File: config.mk
export PLATFORM = sky130hd
export DESIGN_NAME = alu_issue_ctrl
export DESIGN_NICKNAME = d
export VERILOG_FILES = /design/src/rtl/alu_issue_ctrl.sv
export SDC_FILE = /design/constraint.sdc
export NUM_CORES = 1
export LEC_CHECK = 0
export CAP_MARGIN = 10
export CORE_ASPECT_RATIO = 0.6
export CORE_MARGIN = 5
export CORE_UTILIZATION = 55
export DETAILED_ROUTE_END_ITERATION = 10
export PLACE_DENSITY_LB_ADDON = 0.25
export REMOVE_ABC_BUFFERS = 1
export SKIP_CTS_REPAIR_TIMING = 1
export SLEW_MARGIN = 25
export SYNTH_ARGS = -nofsm -noshare
export SYNTH_HDL_FRONTEND = slang
export SYNTH_SLANG_ARGS = --single-unit
export TNS_END_PERCENT = 1
File: constraint.sdc
create_clock -name clock -period 5.5 [get_ports clock]
set_input_delay 1.1 -clock clock [delete_from_list [all_inputs] [get_ports clock]]
set_output_delay 1.1 -clock clock [all_outputs]
set_load 0.01 [all_outputs]
File: src/rtl/alu_issue_ctrl.sv
// Command sequencer for the 16-bit combinational ALU: queues commands, owns the
// A/B/ACC registers, issues one opcode at a time and returns results on a valid/ready port.
module alu_issue_ctrl #(
    parameter int DEPTH   = 4,
    parameter int ALU_LAT = 1
) (
    input  logic        clock,
    input  logic        reset,
    input  logic        cmd_valid,
    output logic        cmd_ready,
    input  logic [4:0]  cmd_op,
    input  logic        cmd_load_a,
    input  logic        cmd_load_b,
    input  logic [15:0] cmd_a,
    input  logic [15:0] cmd_b,
    output logic [15:0] alu_a,
    output logic [15:0] alu_b,
    output logic [15:0] alu_acc,
    output logic [4:0]  alu_opcode,
    input  logic [31:0] alu_out,
    input  logic        alu_err,
    input  logic        alu_reset,
    output logic        res_valid,
    input  logic        res_ready,
    output logic [31:0] res_data,
    output logic        res_err,
    output logic [4:0]  res_op
);

    localparam int PTR_W = (DEPTH > 1) ? $clog2(DEPTH) : 1;
    localparam int CNT_W = $clog2(DEPTH + 1);
    localparam int LAT_W = (ALU_LAT > 1) ? $clog2(ALU_LAT) : 1;

    localparam logic [CNT_W-1:0] FULL_CNT = CNT_W'(DEPTH);
    localparam logic [LAT_W-1:0] LAT_INIT = LAT_W'(ALU_LAT - 1);
    localparam logic [4:0]       OP_CLR   = 5'd0;
    localparam logic [4:0]       OP_NOP   = 5'd25;

    typedef struct packed {
        logic [4:0]  op;
        logic        load_a;
        logic        load_b;
        logic [15:0] a;
        logic [15:0] b;
    } cmd_t;

    typedef enum logic [1:0] {
        IDLE,
        EXEC,
        RESP
    } state_t;

    cmd_t             fifo_mem [DEPTH];
    logic [PTR_W-1:0] wr_ptr;
    logic [PTR_W-1:0] rd_ptr;
    logic [CNT_W-1:0] count;
    logic [CNT_W-1:0] count_next;
    logic             push;
    logic             pop;
    cmd_t             head;

    state_t           state;
    logic [LAT_W-1:0] lat_cnt;
    logic [4:0]       cur_op;
    logic [15:0]      reg_a;
    logic [15:0]      reg_b;
    logic [15:0]      reg_acc;

    assign push = cmd_valid && cmd_ready;
    assign pop  = (state == IDLE) && (count != '0);
    assign head = fifo_mem[rd_ptr];

    assign alu_a   = reg_a;
    assign alu_b   = reg_b;
    assign alu_acc = reg_acc;

    always_comb begin
        count_next = count;
        if (push && !pop) begin
            count_next = count + CNT_W'(1);
        end else if (pop && !push) begin
            count_next = count - CNT_W'(1);
        end
    end

    // NOTE: the storage array has no reset; pointers and count alone define which entries are valid.
    always_ff @(posedge clock) begin
        if (push) begin
            fifo_mem[wr_ptr] <= '{op: cmd_op, load_a: cmd_load_a, load_b: cmd_load_b,
                                  a: cmd_op == OP_CLR ? 16'd0 : cmd_a, b: cmd_b};
        end
    end

    // Ready is a flop fed from the next count, so a pop never reaches cmd_ready in the same cycle.
    always_ff @(posedge clock or posedge reset) begin
        if (reset) begin
            wr_ptr    <= '0;
            rd_ptr    <= '0;
            count     <= '0;
            cmd_ready <= 1'b0;
        end else begin
            if (push) begin
                wr_ptr <= wr_ptr + PTR_W'(1);
            end
            if (pop) begin
                rd_ptr <= rd_ptr + PTR_W'(1);
            end
            count     <= count_next;
            cmd_ready <= (count_next != FULL_CNT);
        end
    end

    always_ff @(posedge clock or posedge reset) begin
        if (reset) begin
            state      <= IDLE;
            lat_cnt    <= '0;
            cur_op     <= OP_NOP;
            reg_a      <= '0;
            reg_b      <= '0;
            reg_acc    <= '0;
            alu_opcode <= OP_NOP;
            res_valid  <= 1'b0;
            res_data   <= '0;
            res_err    <= 1'b0;
            res_op     <= '0;
        end else begin
            case (state)
                IDLE: begin
                    if (pop) begin
                        state   <= EXEC;
                        lat_cnt <= LAT_INIT;
                        cur_op  <= head.op;
                        // Opcode 0 clears every operand register regardless of the load flags.
                        if (head.op == OP_CLR) begin
                            reg_a   <= '0;
                            reg_b   <= '0;
                            reg_acc <= '0;
                        end else begin
                            if (head.load_a) begin
                                reg_a <= head.a;
                            end
                            if (head.load_b) begin
                                reg_b <= head.b;
                            end
                        end
                        alu_opcode <= (head.op <= OP_NOP) ? head.op : OP_NOP;
                    end
                end

                EXEC: begin
                    if (lat_cnt == '0) begin
                        state      <= RESP;
                        res_valid  <= 1'b1;
                        res_op     <= cur_op;
                        alu_opcode <= OP_NOP;
                        if (cur_op <= OP_NOP) begin
                            res_data <= alu_out;
                            res_err  <= alu_err;
                            if (alu_reset) begin
                                reg_acc <= '0;
                            end else if (!alu_err && cur_op != OP_NOP) begin
                                reg_acc <= alu_out[15:0];
                            end
                        end else begin
                            res_data <= '0;
                            res_err  <= 1'b1;
                        end
                    end else begin
                        lat_cnt <= lat_cnt - LAT_W'(1);
                    end
                end

                RESP: begin
                    if (res_ready) begin
                        res_valid <= 1'b0;
                        state     <= IDLE;
                    end
                end

                default: begin
                    state <= IDLE;
                end
            endcase
        end
    end

endmodule

# [Word level (Yosys, flattened, before mapping)]
# Memory sizes are Yosys's and may differ from the RTL's.
# Cells that the tools add are included.
# W data, S select, Z words.
[word_totals] word_cells=91 out_inout_bits=93 inputBits=77 n_memories=1 ramBits=156 reg_bits=108
[mem_list] name="fifo_mem" words=4 word_bits=39 read_ports=1 rd_clocked_by_memory_dff=0 write_ports=1 line="53" source="cmd_t fifo_mem [DEPTH];"
[classes] n_reduce_logical=25 eq_ne=10 bitwise_logic=1 n_mux=32 addsub=5 order_cmp=2
[ops] operator="$mux W16" count=11
[ops] operator="$mux W32" count=1
[ops] operator="$pmux W16 S2" count=1
[ops] operator="$mux W5" count=3
[ops] operator="$reduce_and A3 Y1" count=5
[ops] operator="$le A5 B5 Y1 const B" count=2
[ops] operator="$logic_not A5 Y1" count=2
[ops] operator="$pmux W5 S2" count=1
[ops] operator="$ne A2 B2 Y1 const B" count=4
[ops] operator="$reduce_bool A2 Y1" count=4
[ops] operator="$mux W1" count=7
[ops] operator="$mux W2" count=3
[ops] operator="$mux W3" count=2
[ops] operator="$ne A3 B3 Y1 const B" count=2
[ops] operator="$pmux W2 S3" count=1
[ops] operator="$reduce_and A2 Y1" count=3
[ops] operator="$reduce_and A6 Y1" count=1
[ops] operator="$logic_and A1 B1 Y1" count=5
[ops] operator="$ne A5 B5 Y1 const B" count=1
[ops] operator="$add A2 B1 Y2 const B" count=2
[ops] operator="$pmux W1 S2" count=2
[ops] operator="$add A3 B1 Y3 const B" count=1
[ops] operator="$logic_not A1 Y1" count=3
[ops] operator="$reduce_bool A3 Y1" count=1
[ops] operator="other kinds (7)" count=7

# [Longest topological paths before layout]
[logic_depth] ltp_word=7 mapped_depth=9 mapped_depth_nobuf=7

# [Worst setup path after synthesis]
# OpenSTA, ideal clock, no wires.
[synth_path] kind="input to register" startpoint="in cmd_op[0]" endpoint="mem fifo_mem[0][21] (netlist bit), data pin" path_stages=4 arrival_time_ns=2.280 setup_ns=0.277 slack_ns=2.943 path_buffers=1 required_ns=5.223 path_cell_list="or4_1 nor2_1 clkbuf_1 nor2b_1"
[synth_between] elab_chain_cells=2
[synth_rtl] item="start: declaration" line="11" source="input logic [4:0] cmd_op,"
[synth_rtl] item="$logic_not A5 Y1" line="90" source="a: cmd_op == OP_CLR ? 16'd0 : cmd_a, b: cmd_b};"
[synth_rtl] item="$mux W16" line="90"
[synth_rtl] item="end: declaration" line="53"
# Every way passes these cells.

# [Worst setup path after layout]
[layout_path] startpoint="reg rd_ptr[0]" endpoint="reg reg_b[2], in the netlist alu_b[2]"
[layout_between] elab_chain_cells=4 elab_cells_between_ends=6 cone_classes="mux (2); reduce/logical (3); memory (1)"
[layout_rtl] item="start: declaration" line="55" source="logic [PTR_W-1:0] rd_ptr;"
[layout_rtl] item="start signal: assignment" line="106" source="rd_ptr <= rd_ptr + PTR_W'(1);"
[layout_rtl] item="$mem_v2 Z4 W39 *"
[layout_rtl] item="$logic_not A5 Y1" line="134" source="if (head.op == OP_CLR) begin"
[layout_rtl] item="$reduce_bool A2 Y1 (no source line)"
[layout_rtl] item="$reduce_and A3 Y1 (no source line)"
[layout_rtl] item="end signal: assignment" line="143" source="reg_b <= head.b;"
[layout_rtl] item="end: declaration" line="66" source="logic [15:0] reg_b;"
# Mark *: on every way between the ends. The rest lies on a longest branch, timed or not. The select of a mux whose other input is x is not followed.
# A chain may end at the register's enable or synchronous reset.

==> flow_summary.toml <==
[power_and_ir_drop]
p_leak_nw = 4.75
peakVddDrop_mv = 0.308
cellPowerDensity_nw_per_um2 = 582

[yosys]
ys.flop_type = "edfxtp_1"
synthTopCellsByArea = "edfxtp_1, dfrtp_1, mux4_2"
ys_seq_area_share_pct = 75.3
synth_area_leader_cell = "edfxtp_1"
synth_most_common_cell = "edfxtp_1"
ys_types = 33
synth_edf_count = 156
avgSynthCellArea_um2 = 18.4
synthArstFlopShare_pct = 40.7
synth_top_area_share_pct = 47.9
netlist_area_um2 = 9790
synth-seq-cells = 263
ys_warn_count = 0
synth_common_cells = "edfxtp_1, dfrtp_1, a22o_1"
netlist_instances = 532

[floorplan]
die_x_um = 182
core-area_um2 = 17300
dieHeight_um = 113
dieArea_um2 = 20600
io_pins = 170
num_rows = 37
start_util_pct = 56.5

[timing]
hold_viol_final = 0
min_period_over_period_pct = 54.2
fmax_mhz = 335
rsz0062_at_grt = "false"
slew_headroom_pct = 40.3
setup_viol = 0
finalMaxSlewViolations = 0
finClkSkew_ns = 0.00780
min_period_ns = 2.98
setup_tns_ns = 0
setup_ws_ns = 2.52
worstMarginPinSlew_ns = 0.895

[clock_network]
clkSinkCount = 263
cts_tree = "yes"
h-tree-depth = 1
cts-root-buf = "clkbuf_16"
worstSkewPairLatency_ns = 0.51
clk_path_buf_depth = 3
clk_pin_slew_ns = 0.07
cts_made_buffers = 24

[critical_path]
crit_family = "simple AND/OR/NAND/NOR gates"
crit_path_top_delay_cell = "dfrtp_2"
cp.depth = 5
rrSetupSlack_ns = 2.52
critPathKind = "reg -> reg"
slowest_delay_ns = 0.69
cp-start-kind = "register"
crit_chain = "mux4_2 > or2_1 > nor4_4 > o21ai_2 > a22o_1"
cp.arrival_ns = 3.38
reg2reg_to = "alu_b[2]"
r2r_cells = 5
critPathRequiredTime_ns = 5.89
rr_startpoint = "rd_ptr[0]"
crit_path_end_kind = "register"
critPathMaxFanout = 16
worst-path-buf-inv = 0

[global_route]
met3_usage_pct = 4.91
met1_usage_pct = 30.7
top_usage_layer = "met2"
gr-usage-met2_pct = 31.5
grt_overflow_total = 0
grt_pass1_wl_mm = 33.7
grt_max_degree = 67
antenna_found_initial = 0
grt_usage_pct = 20.5
first_global_vias = 5937

[final_layout]
syn_to_final_growth_pct = 28.7
diodes = 0
drive_above_1_share_pct = 14.4
final_nets = 789
fillCellCount = 1084
final_cells = 957
stdcell_area_um2 = 12600

[place]
gp_congestion = 0.766
dpl-instance-area_um2 = 11700
place_inst = 913
portBuffers = 169
dp_slack_ns = 2.31
dp_hpwl_mm = 13.2

[flow_run]
maxCapViolations = 0

[route]
wl_per_cell_um = 21.7
dr.pass1.iters = 5
remaining_drc_errors = 0
drt_iter0_markers = 503
vias = 5543
drt_wl_total_mm = 20.8
routed_via_density = 5.79
ant_nets = 0

[hold_path]
min_to = "res_op[0]"
hold-path-cell-count = 2
hp-class = "reg -> reg"
min_from = "res_op[0]"

[status]
status = "finished clean"
## state kept, by name, summed over array words and instances, names as in the netlist
signal	flops
fifo_mem	156
res_data	32
alu_a	16
alu_acc	16
alu_b	16
alu_opcode	5
cur_op	5
res_op	5
count	3
rd_ptr	2
state	2
wr_ptr	2
cmd_ready	1
res_err	1
res_valid	1
## logic make-up (layout without fill, tap and decap cells)
logic type | Yosys count | in the layout | share of synthesized area, %
muxes | 41 | 41 | 9.18
adders and majority gates | 9 | 9 | 1.10
buffers and inverters | 38 | 229 | 1.56
xor gates and xnor gates | 6 | 6 | 0.537
and+or+nand+nor | 77 | 77 | 4.07
AOI/OAI and AO/OA | 98 | 98 | 8.25
DFF | 263 | 263 | 75.3
## where the power goes
part / leakage (nW) / switching, mW / total, mW / internal, mW
sequential: 2.76 / 0.371 / 3.10 / 2.73
clock: 0.402 / 0.676 / 1.71 / 1.03
combinational: 1.59 / 1.18 / 2.52 / 1.33
total: 4.75 / 2.23 / 7.33 / 5.10
## worst max path at each step
stage | start | to | slack, ns
after global routing | rd_ptr[0] | alu_b[0] | 2.24
final | rd_ptr[0] | alu_b[2] | 2.52
after floorplan | state[1] | alu_acc[0] | 1.48
after global placement | rd_ptr[1] | alu_acc[13] | 2.40
after detailed placement | rd_ptr[1] | alu_b[0] | 2.31
after CTS | rd_ptr[1] | alu_b[2] | 2.29
## per-layer routing
| metal | share of wire, % | vias up | routed length (um) |
|---|---|---|---|
| li1 | - | 2430 | - |
| met1 | 44 | 2864 | 9190 |
| met2 | 46 | 225 | 9670 |
| met3 | 7.9 | 24 | 1640 |
| met4 | 1.5 | 0 | 313 |
| met5 | 0 | - | 0 |
## worst min-delay path: cells and delay by family, from the launching register on
family           cells  cell delay, ns
flip-flops           1            0.34
AND/OR/NAND/NOR      2            0.10
## stage by stage
step / total power, mW / hold WS, ns / util [%]
floorplan: 4.47 / 0.447 / -
global placement: 5.54 / 0.465 / 67.8
detailed placement: 5.65 / 0.462 / 67.8
CTS: 7.38 / 0.479 / 72.6
global route: 7.71 / 0.498 / 72.8
finish: 7.33 / 0.473 / 72.8
## cell usage in the layout, fill, tap and decap left out, types with 3 or more instances in the layout
| master | count |
|---|---|
| dfstp_2 | 6 |
| inv_1 | 9 |
| a22o_1 | 80 |
| xnor2_1 | 6 |
| clkdlybuf4s50_1 | 169 |
| mux4_2 | 39 |
| nand2_1 | 36 |
| clkbuf_1 | 6 |
| dfrtp_1 | 99 |
| nor2b_1 | 17 |
| clkinv_1 | 3 |
| bufinv_16 | 3 |
| nand3_1 | 4 |
| clkbuf_16 | 26 |
| edfxtp_1 | 156 |
| o21ai_0 | 5 |
| and3_4 | 4 |
| buf_4 | 6 |
| ha_1 | 7 |
| nor2_1 | 3 |
| a21oi_1 | 7 |
## layout make-up
cell class / count / area [um^2] / share of cell area [%]
flip-flops and latches: 263 / 7370 / 58.5
multi-input cells: 231 / 2330 / 18.5
repair buffers: 175 / 1740 / 13.8
clock buffers: 35 / 708 / 5.62
well taps: 234 / 293 / 2.32
clock inverters: 9 / 119 / 0.943
inverters: 10 / 40.0 / 0.318
(Power assumes the default switching activity.)
